`src/rtl/spectrum_peak_search_pkg.sv`:
```
// Shared constants, FSM encoding and result payload for the spectrum peak search
// and its downstream modulation classifier.
package spectrum_peak_search_pkg;

  localparam int unsigned ADDR_W        = 8;
  localparam int unsigned DATA_W        = 16;
  localparam int unsigned NBINS         = 1 << ADDR_W;
  localparam int unsigned HALF          = NBINS / 2;
  localparam int unsigned DC_SKIP_DEF   = 2;
  localparam int unsigned GUARD_DEF     = 2;
  localparam int unsigned THR_SHIFT_DEF = 3;
  localparam int unsigned RD_LAT_DEF    = 1;

  typedef enum logic [1:0] {
    ST_IDLE = 2'd0,
    ST_P1   = 2'd1,
    ST_P2   = 2'd2,
    ST_DONE = 2'd3
  } sps_state_e;

  typedef struct packed {
    logic [ADDR_W-1:0] peak_idx;
    logic [DATA_W-1:0] peak_mag;
    logic [ADDR_W-1:0] sec_idx;
    logic [DATA_W-1:0] sec_mag;
    logic [ADDR_W-1:0] bin_cnt;
  } sps_result_t;

  // Unsigned, non-wrapping distance between two bin indices.
  function automatic logic [ADDR_W:0] bin_dist(input logic [ADDR_W-1:0] a,
                                               input logic [ADDR_W-1:0] b);
    logic [ADDR_W:0] ax;
    logic [ADDR_W:0] bx;
    ax = {1'b0, a};
    bx = {1'b0, b};
    return (ax >= bx) ? (ax - bx) : (bx - ax);
  endfunction

endpackage

```
`src/rtl/spectrum_peak_search_if.sv`:
```
// Magnitude RAM read port: master issues the address, slave returns data.
interface spectrum_peak_search_if;
  import spectrum_peak_search_pkg::*;

  logic [ADDR_W-1:0] rd_addr;
  logic [DATA_W-1:0] rd_data;

  modport master (output rd_addr, input rd_data);
  modport slave  (input rd_addr, output rd_data);
endinterface

```
`src/rtl/spectrum_rd_seq.sv`:
```
// Read sequencer: sweeps DC_SKIP..HALF-1 once per start and delivers a valid flag,
// bin tag and pass-end strobe aligned with RAM data RD_LAT cycles later.
module spectrum_rd_seq
  import spectrum_peak_search_pkg::*;
#(
  parameter int unsigned DC_SKIP = DC_SKIP_DEF,
  parameter int unsigned RD_LAT  = RD_LAT_DEF
) (
  input  logic              clk,
  input  logic              rst_n,
  input  logic              start_i,
  output logic [ADDR_W-1:0] rd_addr_o,
  output logic              vld_o,
  output logic [ADDR_W-1:0] tag_o,
  output logic              last_o
);

  localparam logic [ADDR_W-1:0] FIRST_ADDR = ADDR_W'(DC_SKIP);
  localparam logic [ADDR_W-1:0] LAST_ADDR  = ADDR_W'(HALF - 1);

  logic              run_q;
  logic              run_d;
  logic [ADDR_W-1:0] addr_q;
  logic [ADDR_W-1:0] addr_d;
  logic              vld_q  [RD_LAT];
  logic [ADDR_W-1:0] tag_q  [RD_LAT];
  logic              last_q [RD_LAT];

  // Address counter; holds its final value once the sweep ends.
  always_comb begin
    run_d  = run_q;
    addr_d = addr_q;
    if (start_i) begin
      run_d  = 1'b1;
      addr_d = FIRST_ADDR;
    end else if (run_q) begin
      if (addr_q == LAST_ADDR) begin
        run_d = 1'b0;
      end else begin
        addr_d = addr_q + ADDR_W'(1);
      end
    end
  end

  always_ff @(posedge clk or negedge rst_n) begin
    if (!rst_n) begin
      run_q  <= 1'b0;
      addr_q <= '0;
      for (int unsigned i = 0; i < RD_LAT; i++) begin
        vld_q[i]  <= 1'b0;
        tag_q[i]  <= '0;
        last_q[i] <= 1'b0;
      end
    end else begin
      run_q     <= run_d;
      addr_q    <= addr_d;
      vld_q[0]  <= run_q;
      tag_q[0]  <= addr_q;
      last_q[0] <= run_q && (addr_q == LAST_ADDR);
      for (int unsigned i = 1; i < RD_LAT; i++) begin
        vld_q[i]  <= vld_q[i-1];
        tag_q[i]  <= tag_q[i-1];
        last_q[i] <= last_q[i-1];
      end
    end
  end

  assign rd_addr_o = addr_q;
  assign vld_o     = vld_q[RD_LAT-1];
  assign tag_o     = tag_q[RD_LAT-1];
  assign last_o    = last_q[RD_LAT-1];

endmodule

```
`src/rtl/spectrum_peak_search.sv`:
```
// Two-pass peak search over the positive half of the magnitude spectrum: pass 1 finds
// the carrier, pass 2 the strongest bin outside the guard band and the occupied-bin count.
module spectrum_peak_search
  import spectrum_peak_search_pkg::*;
#(
  parameter int unsigned DC_SKIP   = DC_SKIP_DEF,
  parameter int unsigned RD_LAT    = RD_LAT_DEF,
  parameter int unsigned GUARD     = GUARD_DEF,
  parameter int unsigned THR_SHIFT = THR_SHIFT_DEF
) (
  input  logic                   clk,
  input  logic                   rst_n,
  input  logic                   en,
  spectrum_peak_search_if.master ram,
  output logic                   busy,
  output logic                   done,
  output logic                   result_valid,
  output logic [ADDR_W-1:0]      peak_idx,
  output logic [DATA_W-1:0]      peak_mag,
  output logic [ADDR_W-1:0]      sec_idx,
  output logic [DATA_W-1:0]      sec_mag,
  output logic [ADDR_W-1:0]      bin_cnt
);

  localparam logic [ADDR_W-1:0] FIRST_BIN  = ADDR_W'(DC_SKIP);
  localparam logic [ADDR_W:0]   GUARD_DIST = (ADDR_W+1)'(GUARD);

  sps_state_e        state_q;
  sps_state_e        state_d;
  logic              en_q;
  logic              en_arm_q;
  logic              start_c;
  logic              busy_q, busy_d;
  logic              done_q, done_d;
  logic              rv_q, rv_d;
  sps_result_t       res_q, res_d;
  logic [ADDR_W-1:0] pk_idx_q, pk_idx_d;
  logic [DATA_W-1:0] pk_mag_q, pk_mag_d;
  logic [DATA_W-1:0] thr_q, thr_d;
  logic [ADDR_W-1:0] sc_idx_q, sc_idx_d;
  logic [DATA_W-1:0] sc_mag_q, sc_mag_d;
  logic [ADDR_W-1:0] cnt_q, cnt_d;
  logic              seq_start_c;
  logic              seq_vld;
  logic              seq_last;
  logic [ADDR_W-1:0] seq_tag;
  logic [DATA_W-1:0] mag_c;

  assign mag_c = ram.rd_data;

  // A start needs en to have been seen low since reset, so a level held through reset is not an edge.
  assign start_c = en && !en_q && en_arm_q;

  spectrum_rd_seq #(
    .DC_SKIP (DC_SKIP),
    .RD_LAT  (RD_LAT)
  ) u_rd_seq (
    .clk       (clk),
    .rst_n     (rst_n),
    .start_i   (seq_start_c),
    .rd_addr_o (ram.rd_addr),
    .vld_o     (seq_vld),
    .tag_o     (seq_tag),
    .last_o    (seq_last)
  );

  always_comb begin
    state_d     = state_q;
    busy_d      = busy_q;
    done_d      = 1'b0;
    rv_d        = rv_q;
    res_d       = res_q;
    pk_idx_d    = pk_idx_q;
    pk_mag_d    = pk_mag_q;
    thr_d       = thr_q;
    sc_idx_d    = sc_idx_q;
    sc_mag_d    = sc_mag_q;
    cnt_d       = cnt_q;
    seq_start_c = 1'b0;

    unique case (state_q)
      ST_IDLE: begin
        if (start_c) begin
          state_d     = ST_P1;
          busy_d      = 1'b1;
          rv_d        = 1'b0;
          seq_start_c = 1'b1;
          pk_idx_d    = '0;
          pk_mag_d    = '0;
          thr_d       = '0;
          sc_idx_d    = '0;
          sc_mag_d    = '0;
          cnt_d       = '0;
        end
      end

      ST_P1: begin
        // First searched bin always seeds the max so an all-zero spectrum reports it.
        if (seq_vld && ((seq_tag == FIRST_BIN) || (mag_c > pk_mag_q))) begin
          pk_idx_d = seq_tag;
          pk_mag_d = mag_c;
        end
        if (seq_vld && seq_last) begin
          state_d     = ST_P2;
          thr_d       = pk_mag_d >> THR_SHIFT;
          seq_start_c = 1'b1;
        end
      end

      ST_P2: begin
        if (seq_vld) begin
          if ((bin_dist(seq_tag, pk_idx_q) > GUARD_DIST) && (mag_c > sc_mag_q)) begin
            sc_idx_d = seq_tag;
            sc_mag_d = mag_c;
          end
          if ((pk_mag_q != '0) && (mag_c >= thr_q)) begin
            cnt_d = cnt_q + ADDR_W'(1);
          end
        end
        if (seq_vld && seq_last) begin
          state_d = ST_DONE;
          busy_d  = 1'b0;
          done_d  = 1'b1;
          rv_d    = 1'b1;
          res_d   = '{peak_idx: pk_idx_q, peak_mag: pk_mag_q,
                      sec_idx: sc_idx_d, sec_mag: sc_mag_d, bin_cnt: cnt_d};
        end
      end

      ST_DONE: state_d = ST_IDLE;

      default: state_d = ST_IDLE;
    endcase
  end

  always_ff @(posedge clk or negedge rst_n) begin
    if (!rst_n) begin
      state_q  <= ST_IDLE;
      en_q     <= 1'b0;
      en_arm_q <= 1'b0;
      busy_q   <= 1'b0;
      done_q   <= 1'b0;
      rv_q     <= 1'b0;
      res_q    <= '0;
      pk_idx_q <= '0;
      pk_mag_q <= '0;
      thr_q    <= '0;
      sc_idx_q <= '0;
      sc_mag_q <= '0;
      cnt_q    <= '0;
    end else begin
      state_q  <= state_d;
      en_q     <= en;
      en_arm_q <= en_arm_q || !en;
      busy_q   <= busy_d;
      done_q   <= done_d;
      rv_q     <= rv_d;
      res_q    <= res_d;
      pk_idx_q <= pk_idx_d;
      pk_mag_q <= pk_mag_d;
      thr_q    <= thr_d;
      sc_idx_q <= sc_idx_d;
      sc_mag_q <= sc_mag_d;
      cnt_q    <= cnt_d;
    end
  end

  assign busy         = busy_q;
  assign done         = done_q;
  assign result_valid = rv_q;
  assign peak_idx     = res_q.peak_idx;
  assign peak_mag     = res_q.peak_mag;
  assign sec_idx      = res_q.sec_idx;
  assign sec_mag      = res_q.sec_mag;
  assign bin_cnt      = res_q.bin_cnt;

endmodule

```
`src/flat_wrapper.sv`:
```
// flat-port wrapper written by rule: the top's interface ports become plain ports
module spectrum_peak_search_flat import spectrum_peak_search_pkg::*;
#(
  parameter int unsigned DC_SKIP   = DC_SKIP_DEF,
  parameter int unsigned RD_LAT    = RD_LAT_DEF,
  parameter int unsigned GUARD     = GUARD_DEF,
  parameter int unsigned THR_SHIFT = THR_SHIFT_DEF
)
  (clk, rst_n, en, busy, done, result_valid, peak_idx, peak_mag, sec_idx, sec_mag, bin_cnt, ram_rd_addr, ram_rd_data);
  spectrum_peak_search_if ram_i ();
  input  logic clk;
  input  logic rst_n;
  input  logic en;
  output logic busy;
  output logic done;
  output logic result_valid;
  output logic [ADDR_W-1:0] peak_idx;
  output logic [DATA_W-1:0] peak_mag;
  output logic [ADDR_W-1:0] sec_idx;
  output logic [DATA_W-1:0] sec_mag;
  output logic [ADDR_W-1:0] bin_cnt;
  output wire logic [$bits(ram_i.rd_addr)-1:0] ram_rd_addr;
  input wire logic [$bits(ram_i.rd_data)-1:0] ram_rd_data;
  assign ram_rd_addr = ram_i.rd_addr;
  assign ram_i.rd_data = ram_rd_data;
  spectrum_peak_search #(.DC_SKIP(DC_SKIP), .RD_LAT(RD_LAT), .GUARD(GUARD), .THR_SHIFT(THR_SHIFT)) u_core (.clk(clk), .rst_n(rst_n), .en(en), .ram(ram_i), .busy(busy), .done(done), .result_valid(result_valid), .peak_idx(peak_idx), .peak_mag(peak_mag), .sec_idx(sec_idx), .sec_mag(sec_mag), .bin_cnt(bin_cnt));
endmodule
```
`config.mk`:
```
export PLATFORM = sky130hd
export DESIGN_NAME = spectrum_peak_search_flat
export DESIGN_NICKNAME = d
export VERILOG_FILES = /design/src/rtl/spectrum_peak_search_pkg.sv /design/src/rtl/spectrum_peak_search_if.sv /design/src/rtl/spectrum_rd_seq.sv /design/src/rtl/spectrum_peak_search.sv /design/src/flat_wrapper.sv
export SDC_FILE = /design/constraint.sdc
export NUM_CORES = 1
export LEC_CHECK = 0
export ABC_AREA = 1
export BUFFER_PORTS_ARGS = -buffer_cell sky130_fd_sc_hd__buf_2
export CORE_MARGIN = 5
export CORE_UTILIZATION = 27
export DETAILED_ROUTE_END_ITERATION = 10
export GPL_TIMING_DRIVEN = 0
export MAX_ROUTING_LAYER = met4
export PLACE_DENSITY = 0.44
export SYNTH_ARGS = -nofsm -noshare
export SYNTH_HDL_FRONTEND = slang
export SYNTH_SLANG_ARGS = --single-unit
```
`constraint.sdc`:
```
create_clock -name clk -period 3.29 [get_ports clk]
set_input_delay 0.658 -clock clk [delete_from_list [all_inputs] [get_ports clk]]
set_output_delay 0.658 -clock clk [all_outputs]
set_load 0.05 [all_outputs]
```
# Word-level counts from Yosys, hierarchy flattened
# Index checks and enable logic that the tools add are counted.
# word_totals
register_bits	154
in_bits	19
# op_classes
addsub	4
magnitude_cmp	5
eq_ne	10
mux	38
n_reduce_logical	24
# op_table
cell	n
16-bit case mux with 2 select lines	3
16-bit two-way mux	5
8-bit two-way mux	9
8-bit case mux with 2 select lines	3
16-bit greater-than comparator	2
8-bit by 8-bit subtractor with 9-bit output	2
8-bit by 1-bit adder with 8-bit output, second input constant	2
16-bit greater-or-equal comparator	1
16-bit nonzero test	1
3-bit AND reduction	4
1-bit two-way mux	10
2-bit by 1-bit != test with 1-bit output, second input constant	5
9-bit by 2-bit greater-than comparator with 1-bit output, second input constant	1
9-bit two-way mux	1
8-bit by 2-bit equality test with 1-bit output, second input constant	1
8-bit by 7-bit equality test with 1-bit output, second input constant	1
8-bit greater-or-equal comparator	1
2-bit case mux with 4 select lines	1
2-bit AND reduction	4
1-bit logical AND	7
2-bit two-way mux	3
1-bit case mux with 2 select lines	3
2-bit nonzero test	3
2-bit equality test, second input constant	2
4 further kinds	6

# Depth between registers and ports, before layout
# depth
depth_word	7
ltp_mapped	20
mapped_depth_nobuf	18

# Hierarchy
# A second synthesis with hierarchy kept.
# unflattened
cells_unflattened	1180
area_unflattened_um2	9047.4
# by_module_without_submodules
mod	n_inst	cells_each	area_each_um2	seq_area_each_um2
spectrum_peak_search	1	1096	8236.6	3303.2
spectrum_rd_seq	1	84	810.8	475.5

# Least setup slack after synthesis
# Ideal clock, no wire load.
# synth_timing
path_type	input port to flip-flop
startpoint	input ram_rd_data[3]
endpoint	register u_core.sc_idx_q[7]
setup_time_ns	0.118
arrival_time_ns	2.362
required_time_ns	3.172
path_slack_ns	0.810
path_stages	11
n_path_buf	1
path_cell_list	ha_1 > nand3_1 > o211ai_1 > nand2_1 > o211ai_1 > nand2_1 > a21oi_1 > clkbuf_1 > nand3_1 > nand3_1 > nand2_1
# synth_via
elab_chain_len	5
# synth_lines
element	line	text
start: declaration	flat_wrapper.sv:23	input wire logic [$bits(ram_i.rd_data)-1:0] ram_rd_data;
16-bit greater-than comparator	spectrum_peak_search.sv:112	if ((bin_dist(seq_tag, pk_idx_q) > GUARD_DIST) && (mag_c > sc_mag_q)) begin
1-bit logical AND	spectrum_peak_search.sv:112	
8-bit two-way mux	spectrum_peak_search.sv:112	
8-bit two-way mux	spectrum_peak_search.sv:111	if (seq_vld) begin
8-bit case mux with 2 select lines	spectrum_peak_search.sv:81	unique case (state_q)
end signal: assignment	spectrum_peak_search.sv:162	sc_idx_q <= sc_idx_d;
end: declaration	spectrum_peak_search.sv:40	logic [ADDR_W-1:0] sc_idx_q, sc_idx_d;
# No other way between the ends.
# A chain may end at the register's enable or synchronous reset.

# Worst setup path in the final report
# layout_timing
startpoint	register u_core.u_rd_seq.tag_q (netlist bit u_core.u_rd_seq.tag_o[7])
endpoint	register u_core.res_q (netlist bit u_core.sec_mag[15])
# layout_via
elab_chain_len	6
# layout_lines
element	line	text
start: declaration	spectrum_rd_seq.sv:26	logic [ADDR_W-1:0] tag_q [RD_LAT];
start signal: indexed assignment	spectrum_rd_seq.sv:62	tag_q[i] <= tag_q[i-1];
8-bit by 8-bit subtractor with 9-bit output or 8-bit greater-or-equal comparator (tied branches)	spectrum_peak_search_pkg.sv:36	return (ax >= bx) ? (ax - bx) : (bx - ax);
9-bit two-way mux *	spectrum_peak_search_pkg.sv:36	
9-bit by 2-bit greater-than comparator with 1-bit output *	spectrum_peak_search.sv:112	
1-bit logical AND *	spectrum_peak_search.sv:112	
16-bit two-way mux *	spectrum_peak_search.sv:112	
16-bit two-way mux *	spectrum_peak_search.sv:111	
end signal: assignment	spectrum_peak_search.sv:158	res_q <= res_d;
end: declaration	spectrum_peak_search.sv:36	sps_result_t res_q, res_d;
# Mark *: on every way between the ends. The rest lies on a longest branch, timed or not.

==> flow_summary.json <==
{
  "critPathLaunch": "u_core.u_rd_seq.tag_o[7]",
  "fill_cells": 3476,
  "crit_fanout": 10,
  "syn_nets": 1240,
  "worstSetupEndpointType": "flop",
  "track_usage_pct": 15.1,
  "syn_area_per_cell_um2": 7.58,
  "multi_input_area_um2": 4190,
  "num_vias": 7520,
  "grt_first_pass_wirelength_mm": 41.7,
  "layout-drive-gt1-share_pct": 12.4,
  "worstSetupPathType": "flop to flop",
  "critPathBufInv": 3,
  "max_slew_margin_pct": 45.8,
  "ys_seq_area_share_pct": 43.3,
  "dp_cells": 1640,
  "cpMostUsedCell": "nand2_1",
  "ys_ff_latch": 151,
  "cp_cell_sequence": "inv_1 > ha_2 > nand2_1 > nor2_1 > nand2_1 > nand3_1 > inv_2 > nand2_4 > nand3_1 > nand2_1 > nand2_1 > nor2_2 > nand3_4 > nand2_4 > buf_8 > nand2_1 > nand3_1 > nand2_1",
  "hold_viol_final": 0,
  "synthTopCellsByArea": "dfrtp_1 (43%), nand2_1 (16%), ha_1 (9.6%)",
  "cts.sinks": 151,
  "area_growth_syn_to_layout_pct": 17.3,
  "setup_tns_ps": 0,
  "path_clk_slew_ps": 60,
  "drt_iter0_drc": 409,
  "synth.distinct_cells": 34,
  "cts_buffers": 17,
  "synth_edf_count": 0,
  "ys_top_cells_by_count": "nand2_1 (381), inv_1 (155), dfrtp_1 (151)",
  "seq_area_um2": 3780,
  "grt_max_degree": 113,
  "firstDrtPassIters": 5,
  "io_pins": 86,
  "fin_nets": 1345,
  "wl_per_cell_um": 15.4,
  "stdcell_count": 1671,
  "drt.antenna.violating_nets": 0,
  "synthArstFlopShare_pct": 100,
  "slowest_delay_ps": 430,
  "synth.most_common_cell": "nand2_1",
  "skew_ps": 13.0,
  "swShare_pct": 48.1,
  "tightest_slew_ps": 813,
  "ir_drop_uv": 340,
  "gp_congestion": 0.830,
  "p_leak_uw": 0.00530,
  "syn_area_um2": 8730,
  "max_freq_ghz": 0.343,
  "antenna-diode-count": 0,
  "io_buffers": 85,
  "cp_top_family": "simple AND/OR/NAND/NOR gates",
  "p_switching_uw": 4640,
  "timing.rr.start": "u_core.u_rd_seq.tag_o[7]",
  "internal-power_uw": 5000,
  "postCtsHoldBufs": 0,
  "cts_max_level": 4,
  "grt_antenna_before_repair": 0,
  "die_area_um2": 36000,
  "yosysTopAreaCell": "dfrtp_1",
  "ys.flop_type": "dfrtp_1",
  "ys_warn_count": 0,
  "wl_mm": 25.7,
  "cpMaxStageDelayCell": "dfrtp_1",
  "crit_arrival_ps": 3230,
  "outcome": "complete, no violations",
  "hold_class": "primary input to async pin",
  "clk-insertion-delay-late_ps": 430,
  "setup-violations-final": 0,
  "comb_power_share_pct": 53.1,
  "cts.path.max_buffers": 2,
  "tritoncts": "yes",
  "powerDensity_nw_per_um2": 940,
  "worstSetupStartpointType": "flop",
  "clock_power_share_pct": 19.2,
  "row_count": 65,
  "chipWidth_um": 190,
  "via_per_inst": 4.50,
  "root_buffer": "clkbuf_16",
  "drv_slew": 0,
  "core_um2": 31700,
  "finalCritPeriodShare_pct": 88.6,
  "crit_required_ps": 3600,
  "dieHeight_um": 190,
  "drc": 0,
  "grt_pass1_vias": 7497,
  "min_period_ps": 2920,
  "grt_overflow": 0,
  "hpwl_mm": 20.2,
  "drv_cap": 0,
  "synthDominantCellAreaShare_pct": 43.3,
  "start_util_pct": 27.5,
  "synth_cells": 1152,
  "rsz0062_at_grt": "false",
  "seqPwrFrac_pct": 27.8
}
power by group through the flow:
stage | Combinational [uW] | Sequential, uW | Clock, uW
floorplan | 3570 | 2930 | 0
global placement | 5110 | 2710 | 0
detailed placement | 5140 | 2710 | 0
CTS | 5160 | 2680 | 1910
global route | 5920 | 2740 | 1980
finish | 5110 | 2680 | 1850
layout by cell type, fill, tap and decap left out, drive strengths merged:
cell type / Yosys / layout
nor2: 38 / 38
bufinv: 0 / 1
ha: 67 / 67
a21oi: 42 / 42
clkinvlp: 0 / 4
buf: 10 / 96
o21ai: 61 / 61
nor3: 8 / 8
nand3: 150 / 150
nand3b: 3 / 3
nand2: 401 / 401
a211oi: 1 / 1
o21bai: 3 / 3
xor2: 2 / 2
dfrtp: 151 / 151
fa: 2 / 2
inv: 160 / 161
clkbuf: 27 / 46
o211ai: 5 / 5
nor4: 6 / 6
clkinv: 0 / 6
xnor2: 5 / 5
a21boi: 1 / 1
nand4: 9 / 9
what timing repair did:
item	4_1_cts	5_1_grt
setup buffers	0	0
endpoints found under the setup margin	0	4
gates resized for setup	0	2
final timing paths:
| path | to | slack (ps) | depth (start not counted) |
|---|---|---|---|
| setup / recovery | u_core.sec_mag[15] | 370 | 18 |
| hold / removal | u_core.sec_mag[9] | 100 | 1 |
| setup reg to reg | u_core.sec_mag[15] | 370 | 18 |
| hold reg to reg | u_core.u_rd_seq.tag_o[5] | 400 | 0 |
| max in group asynchronous | u_core.peak_mag[7] | 2280 | 2 |
| min in group clk | u_core.en_q | 370 | 1 |
cells by family (layout without fill, tap and decap cells):
group,after synthesis,count (layout),synth area share (%)
adders and majority gates,69,69,10.1
and+or+nand+nor,615,615,30.3
AOI/OAI and AO/OA,113,113,6.85
xor gates and xnor gates,7,7,0.702
buffers and inverters,197,314,8.85
DFF,151,151,43.3
cell type report:
class | instances | area share (%)
inverter | 160 | 5.86
clock buffer | 19 | 4.22
multi-input combinational | 804 | 40.9
tap | 402 | 4.91
clock inverter | 12 | 1.04
sequential | 151 | 36.9
buffer | 37 | 1.68
timing repair buffer | 86 | 4.52
per-stage QoR:
step,hold WS (ps),utilization (%),cell area (um^2),setup WS [ps],total power [uW]
6_report,97.8,32.3,10200,374,9630
5_1_grt,112,32.3,10200,6.87,10600
4_1_cts,95.6,32.3,10200,329,9750
3_5_place_dp,396,30.6,9700,-1.68,7850
3_3_place_gp,392,30.5,9660,-1030,7820
2_1_floorplan,354,-,8730,810,6500
flip-flops by register name (all words and copies together), names as in the netlist:
| register | flops |
|---|---|
| u_core.thr_q | 13 |
| u_core.u_rd_seq.vld_o | 1 |
| u_core.u_rd_seq.rd_addr_o | 8 |
| u_core.busy | 1 |
| u_core.u_rd_seq.tag_o | 8 |
| u_core.peak_idx | 8 |
| u_core.pk_idx_q | 8 |
| u_core.u_rd_seq.run_q | 1 |
| u_core.bin_cnt | 8 |
| u_core.en_arm_q | 1 |
| u_core.en_q | 1 |
| u_core.result_valid | 1 |
| u_core.u_rd_seq.last_o | 1 |
| u_core.peak_mag | 16 |
| u_core.sc_mag_q | 16 |
| u_core.sc_idx_q | 8 |
| u_core.sec_mag | 16 |
| u_core.sec_idx | 8 |
| u_core.cnt_q | 8 |
| u_core.state_q | 2 |
| u_core.pk_mag_q | 16 |
| u_core.done | 1 |
routing by layer:
metal  up-vias  global-route usage (%)  part of all wire, %
met5         -                       -                    0
met4         0                    3.78                  1.3
met3        17                    2.31                  2.4
met2        90                    24.6                   48
met1      3534                    19.8                   48
li1       3879                       -                    -
Note: power is estimated with default switching activity, not from simulation.
